<file path="config.mk">
export PLATFORM = sky130hd
export DESIGN_NAME = voice_allocator
export DESIGN_NICKNAME = d
export VERILOG_FILES = /design/src/rtl/voice_allocator.sv
export SDC_FILE = /design/constraint.sdc
export NUM_CORES = 1
export LEC_CHECK = 0
export BUFFER_PORTS_ARGS = -buffer_cell sky130_fd_sc_hd__buf_2
export CAP_MARGIN = 20
export CORE_MARGIN = 2
export CORE_UTILIZATION = 25
export DETAILED_ROUTE_END_ITERATION = 10
export GPL_ROUTABILITY_DRIVEN = 0
export PLACE_DENSITY = 0.45
export SYNTH_ARGS = -nofsm -noshare
export SYNTH_HDL_FRONTEND = slang
export SYNTH_SLANG_ARGS = --single-unit
</file>
<file path="constraint.sdc">
create_clock -name clk -period 11.7 [get_ports clk]
set_input_delay 0.585 -clock clk [delete_from_list [all_inputs] [get_ports clk]]
set_output_delay 0.585 -clock clk [all_outputs]
set_load 0.05 [all_outputs]
</file>
<file path="src/rtl/voice_allocator.sv">
// Voice allocator: turns note-on/note-off events into a per-voice enable mask
// and note numbers. A free voice is allocated first, a repeated note retriggers,
// and when every voice is busy the oldest one is stolen. Each event is resolved
// by scanning the voices one per cycle, then committed in a single APPLY cycle.
module voice_allocator #(
  parameter int NUM_VOICES = 12,
  parameter int NOTE_W     = 7,
  parameter int AGE_W      = 8
) (
  input  logic                  clk,
  input  logic                  rst,
  input  logic                  ev_valid,
  output logic                  ev_ready,
  input  logic                  ev_on,
  input  logic [NOTE_W-1:0]     ev_note,
  input  logic                  all_off,
  output logic [NUM_VOICES-1:0] voice_enable,
  output logic [NOTE_W-1:0]     voice_note [NUM_VOICES-1:0],
  output logic [NUM_VOICES-1:0] voice_start,
  output logic                  steal
);

  localparam int IDX_W = $clog2(NUM_VOICES);
  localparam logic [IDX_W-1:0] LAST_IDX = IDX_W'(NUM_VOICES - 1);

  typedef enum logic [1:0] {IDLE, SCAN, APPLY} state_t;

  state_t                state_q, state_d;
  logic [IDX_W-1:0]      idx_q, idx_d;
  logic                  on_q, on_d;
  logic [NOTE_W-1:0]     evnote_q, evnote_d;
  logic                  match_vld_q, match_vld_d;
  logic [IDX_W-1:0]      match_idx_q, match_idx_d;
  logic                  free_vld_q, free_vld_d;
  logic [IDX_W-1:0]      free_idx_q, free_idx_d;
  logic                  old_vld_q, old_vld_d;
  logic [IDX_W-1:0]      old_idx_q, old_idx_d;
  logic [AGE_W-1:0]      old_age_q, old_age_d;
  logic [NUM_VOICES-1:0] en_q, en_d;
  logic [NUM_VOICES-1:0] start_q, start_d;
  logic                  steal_q, steal_d;
  logic [NOTE_W-1:0]     note_q [NUM_VOICES-1:0];
  logic [NOTE_W-1:0]     note_d [NUM_VOICES-1:0];
  logic [AGE_W-1:0]      age_q [NUM_VOICES-1:0];
  logic [AGE_W-1:0]      age_d [NUM_VOICES-1:0];
  logic [IDX_W-1:0]      tgt;
  logic                  hs;

  // Ages stick at the maximum so a long-held voice never wraps to look young.
  function automatic logic [AGE_W-1:0] age_inc(input logic [AGE_W-1:0] a);
    return (a == {AGE_W{1'b1}}) ? a : a + 1'b1;
  endfunction

  assign ev_ready     = (state_q == IDLE) && !all_off && !rst;
  assign hs           = ev_valid && ev_ready;
  assign voice_enable = en_q;
  assign voice_note   = note_q;
  assign voice_start  = start_q;
  assign steal        = steal_q;

  // FSM next state; panic returns to IDLE from anywhere.
  always_comb begin
    state_d = state_q;
    case (state_q)
      IDLE:    if (hs) state_d = SCAN;
      SCAN:    if (idx_q == LAST_IDX) state_d = APPLY;
      APPLY:   state_d = IDLE;
      default: state_d = IDLE;
    endcase
    if (all_off) state_d = IDLE;
  end

  // Event latch, per-voice scan, and commit of the scan result.
  always_comb begin
    idx_d       = idx_q;
    on_d        = on_q;
    evnote_d    = evnote_q;
    match_vld_d = match_vld_q;
    match_idx_d = match_idx_q;
    free_vld_d  = free_vld_q;
    free_idx_d  = free_idx_q;
    old_vld_d   = old_vld_q;
    old_idx_d   = old_idx_q;
    old_age_d   = old_age_q;
    en_d        = en_q;
    note_d      = note_q;
    age_d       = age_q;
    start_d     = '0;
    steal_d     = 1'b0;
    tgt         = '0;
    case (state_q)
      IDLE: begin
        if (hs) begin
          on_d        = ev_on;
          evnote_d    = ev_note;
          idx_d       = '0;
          match_vld_d = 1'b0;
          free_vld_d  = 1'b0;
          old_vld_d   = 1'b0;
          old_age_d   = '0;
        end
      end
      SCAN: begin
        if (en_q[idx_q]) begin
          if (!match_vld_q && note_q[idx_q] == evnote_q) begin
            match_vld_d = 1'b1;
            match_idx_d = idx_q;
          end
          // Strict compare keeps the lowest index on equal ages.
          if (!old_vld_q || age_q[idx_q] > old_age_q) begin
            old_vld_d = 1'b1;
            old_idx_d = idx_q;
            old_age_d = age_q[idx_q];
          end
        end else if (!free_vld_q) begin
          free_vld_d = 1'b1;
          free_idx_d = idx_q;
        end
        idx_d = (idx_q == LAST_IDX) ? '0 : idx_q + 1'b1;
      end
      APPLY: begin
        if (on_q) begin
          // With no free voice every slot is active, so an oldest always exists.
          tgt = match_vld_q ? match_idx_q : (free_vld_q ? free_idx_q : old_idx_q);
          for (int i = 0; i < NUM_VOICES; i++) begin
            if (en_q[i] && IDX_W'(i) != tgt) age_d[i] = age_inc(age_q[i]);
          end
          en_d[tgt]    = 1'b1;
          note_d[tgt]  = evnote_q;
          age_d[tgt]   = '0;
          start_d[tgt] = 1'b1;
          steal_d      = !match_vld_q && !free_vld_q;
        end else if (match_vld_q) begin
          en_d[match_idx_q] = 1'b0;
        end
      end
      default: ;
    endcase
    if (all_off) begin
      en_d    = '0;
      start_d = '0;
      steal_d = 1'b0;
      idx_d   = '0;
      for (int i = 0; i < NUM_VOICES; i++) age_d[i] = '0;
    end
  end

  // State and voice registers with synchronous reset.
  always_ff @(posedge clk) begin
    if (rst) begin
      state_q     <= IDLE;
      idx_q       <= '0;
      on_q        <= 1'b0;
      evnote_q    <= '0;
      match_vld_q <= 1'b0;
      match_idx_q <= '0;
      free_vld_q  <= 1'b0;
      free_idx_q  <= '0;
      old_vld_q   <= 1'b0;
      old_idx_q   <= '0;
      old_age_q   <= '0;
      en_q        <= '0;
      start_q     <= '0;
      steal_q     <= 1'b0;
      for (int i = 0; i < NUM_VOICES; i++) begin
        note_q[i] <= '0;
        age_q[i]  <= '0;
      end
    end else begin
      state_q     <= state_d;
      idx_q       <= idx_d;
      on_q        <= on_d;
      evnote_q    <= evnote_d;
      match_vld_q <= match_vld_d;
      match_idx_q <= match_idx_d;
      free_vld_q  <= free_vld_d;
      free_idx_q  <= free_idx_d;
      old_vld_q   <= old_vld_d;
      old_idx_q   <= old_idx_d;
      old_age_q   <= old_age_d;
      en_q        <= en_d;
      start_q     <= start_d;
      steal_q     <= steal_d;
      note_q      <= note_d;
      age_q       <= age_d;
    end
  end

endmodule

</file>
==> reports/summary.txt <==
Setup violations, final -> 0
CP Capture Type -> register
Final Max Slew Viols -> 0
Worst reg-to-reg setup slack -> 7.50 ns
Clock Power Share -> 55.1%
Worst Skew -> 0.02797 ns
Post-CTS setup buffers -> 0
Simple-gate share of the synthesized area -> 23.39%
Layout Nets -> 1,566
Largest net degree at the start of global routing -> 93
Reg2reg path depth -> 11
Post-Place Setup Slack -> 7.453 ns
Avg WL per Cell -> 20.08 um
Worst min path class -> input port to register
Combinational share of power -> 1.9%
Post-synthesis mux area share -> 12.40%
Main synth FF type -> dfxtp_1
Hold path endpoint -> evnote_q[5]
DP Area -> 13,380 um2
Power density cells -> 133.1 nW/um2
Total track usage -> 17.03%
CTS clk-pin slew, worst paths -> 0.06 ns
Port bufs -> 121
First-pass GRT wire length -> 66,630 um
Die height -> 225.5 um
Worst slew pin tran -> 1.058 ns
DR vias -> 11,219
Die X -> 225.5 um
Layout cells sized above 1 -> 15.75%
Max Fclk -> 238.0 MHz
Period utilisation layout -> 35.92%
Synth unique cells -> 69
Hold_sp -> ev_note[5]
Vias in the first global route -> 10,722
Mean number of vias per cell -> 5.151
Final hold violation count -> 0
Part of the power in registers -> 43.0%
Fraction of registers with async set/reset -> 0%
Cts bufs inserted -> 31
Compound-Gate Fraction of Synth Area -> 14.98%
Layout area overhead -> 18.42%
Hpwl dp -> 30,710 um
Switching share of power -> 22.11%
Final instance area -> 14,520 um2
Post-Synth Adder-Cell Area -> 2.143%
CTS sink count -> 242
Max-cap violations -> 0
Largest family of logic cells by synthesized area -> simple AND/OR/NAND/NOR gates
Hold_buf cts -> 0
Yosys warning total -> 0
Final Power -> 1933 uW
Starting Density -> 25.21%
Total die area -> 50,830 um2
Htree depth -> 1
Sequential area share after synthesis -> 39.51%
Final WS setup -> 7.498 ns
Synthesized area per cell -> 8.486 um2
FF+latch count, synth -> 242
CTS Root Cell -> clkbuf_16
CP arrival -> 4.71 ns
Post-Syn Instances -> 1,445
Internal cell power -> 1506 uW
Max-slew headroom -> 29.28%
Final core occ -> 29.85%
Final min period -> 4.202 ns
Xor/xnor share of the synthesized area -> 3.714%
Leakage -> 0.005161 uW
Clock tree buffer depth -> 3
Routed Antenna Nets -> 0
Setup TNS -> 0 ns
Worst Hold Depth -> 3
Critical Path RT -> 12.21 ns
Io pins -> 122
Ant diodes -> 0
Syn Nets -> 1,478
VDD IR-drop max -> 0.1035 mV
DRT Pass-1 Iters -> 5
Synth Cell Area -> 12,260 um2
Setup crit start kind -> register
Post-synth EDFFs -> 0
Filler Cell Count -> 5,219
Final wirelength -> 43,750 um
Initial antenna violation count -> 1
DRC viols -> 0
Drt initial violations -> 914
Core Area -> 48,650 um2
CTS tree -> built
Crit Path Max Fanout -> 51
Unrepaired setup endpoints after global routing -> false
R2R Path End -> old_age_q[7]
Rows -> 81
Grt total ovfl -> 0
CTS resizes -> 0
Switching pwr -> 427.4 uW
Kind of critical path -> register to register
Status -> finished clean
RR Startpoint -> idx_q[0]
Clock latency on the worst-skew pair -> 0.60 ns
==> through the flow <==
stage	instances	hold slack, ns
CTS	2177	0.1998
detailed placement	2121	0.4534
finish	2178	0.2211
global placement	2120	0.4524
global route	2178	0.2203
floorplan	1445	0.4532
==> worst max path at each step <==
stage	from	end	slack, ns	cells past startpoint
floorplan	idx_q[0]	old_age_q[2]	7.95	16
global placement	idx_q[0]	old_age_q[0]	7.52	11
detailed placement	idx_q[0]	old_age_q[1]	7.45	11
CTS	idx_q[0]	old_age_q[7]	7.45	11
global route	idx_q[0]	old_age_q[1]	7.16	11
finish	idx_q[0]	old_age_q[7]	7.50	11
==> Yosys cell counts (3+ instances only) <==
library cell | count | area [um2]
dfxtp_1 | 242 | 4845
nand2_1 | 234 | 878.3
a21oi_1 | 158 | 790.8
nor2_1 | 143 | 536.8
nand3_1 | 64 | 320.3
clkbuf_1 | 62 | 232.7
o21ai_0 | 58 | 290.3
mux2i_1 | 54 | 540.5
nand4_1 | 41 | 256.5
mux4_2 | 39 | 878.3
xor2_1 | 32 | 280.3
nor3_1 | 27 | 135.1
and3_1 | 25 | 156.4
inv_1 | 22 | 82.58
ha_1 | 21 | 262.8
xnor2_1 | 20 | 175.2
nor4_1 | 15 | 93.84
o21a_1 | 14 | 105.1
o21ai_1 | 14 | 70.07
and2_1 | 10 | 62.56
o211ai_1 | 10 | 75.07
a41oi_1 | 9 | 78.83
buf_2 | 9 | 45.04
a31oi_1 | 8 | 50.05
nor2b_1 | 8 | 50.05
a221o_1 | 7 | 70.07
or3_1 | 7 | 43.79
a22oi_1 | 5 | 37.54
a32oi_1 | 5 | 43.79
nand3b_1 | 5 | 37.54
nor4b_1 | 5 | 43.79
a21o_1 | 4 | 30.03
or2_1 | 4 | 25.02
or4_1 | 4 | 30.03
buf_1 | 3 | 11.26
buf_6 | 3 | 33.78
mux4_1 | 3 | 78.83
nand2b_1 | 3 | 18.77
nor4_2 | 3 | 37.54
o22ai_1 | 3 | 18.77
o31ai_1 | 3 | 22.52
or2_2 | 3 | 18.77
==> worst max-delay path: stages, from the launching register on <==
cell      delay [ns]
dfxtp_4         0.45
buf_4           0.76
mux4_2          0.63
mux2i_1         0.16
o21ai_1         0.10
ha_1            0.31
and3_1          0.19
a221o_1         0.35
a221oi_1        0.33
o21a_1          0.50
o211ai_1        0.15
a21oi_1         0.19
==> state kept, by name (all words and copies together) (netlist names) <==
register	cells
age_q	96
evnote_q	7
free_idx_q	4
free_vld_q	1
idx_q	4
match_idx_q	4
match_vld_q	1
old_age_q	8
old_idx_q	4
old_vld_q	1
on_q	1
state_q	2
steal	1
voice_enable	12
voice_note	84
voice_start	12
==> power by group through the flow <==
| stage | clock network, uW | registers, uW | logic [uW] |
|---|---|---|---|
| after floorplan | 0 | 845 | 29.0 |
| after global placement | 0 | 850 | 37.2 |
| after detailed placement | 0 | 850 | 37.4 |
| after CTS | 1090 | 832 | 37.4 |
| after global routing | 1120 | 832 | 39.8 |
| final | 1060 | 832 | 36.8 |
==> metal layers <==
| metal | vias up | wire length [um] | share of wire, % | track usage [%] |
|---|---|---|---|---|
| met5 | - | 13 | 0.030 | 0 |
| met4 | 2 | 1205 | 2.8 | 4.572 |
| met3 | 68 | 2890 | 6.6 | 3.690 |
| met2 | 356 | 20600 | 47 | 28.71 |
| met1 | 5412 | 19030 | 44 | 21.92 |
| li1 | 5381 | - | - | - |
==> cell usage in the layout (no fill, tap or decap), types with 13 or more instances in the layout <==
cell type,netlist,final
dfxtp_1,242,240
nand2_1,234,234
a21oi_1,158,158
nor2_1,143,142
buf_2,9,120
nand3_1,64,64
o21ai_0,58,58
mux2i_1,54,54
nand4_1,41,41
mux4_2,39,39
xor2_1,32,32
clkbuf_16,0,31
nor3_1,27,27
and3_1,25,25
inv_1,22,22
ha_1,21,21
xnor2_1,20,20
buf_4,2,16
nor4_1,15,15
o21a_1,14,14
o21ai_1,14,13
==> layout make-up <==
| cell class | instances | area, um2 | share of cell area [%] |
|---|---|---|---|
| clock buffer | 41 | 863.3 | 5.946 |
| clock inverter | 15 | 267.8 | 1.844 |
| inverter | 23 | 86.33 | 0.5946 |
| multi-input combinational | 1098 | 6949 | 47.86 |
| sequential | 242 | 4850 | 33.40 |
| tap | 622 | 778.2 | 5.360 |
| timing repair buffer | 137 | 725.7 | 4.998 |
==> cells by family (layout without fill, tap and decap cells) <==
kind of cell | after synthesis | in the layout
mux | 98 | 98
fa+ha+maj | 21 | 21
xor+xnor | 52 | 52
simple gates | 613 | 613
compound gates | 314 | 314
flops | 242 | 242
buf+inv | 105 | 216
(Power assumes the default switching activity.)
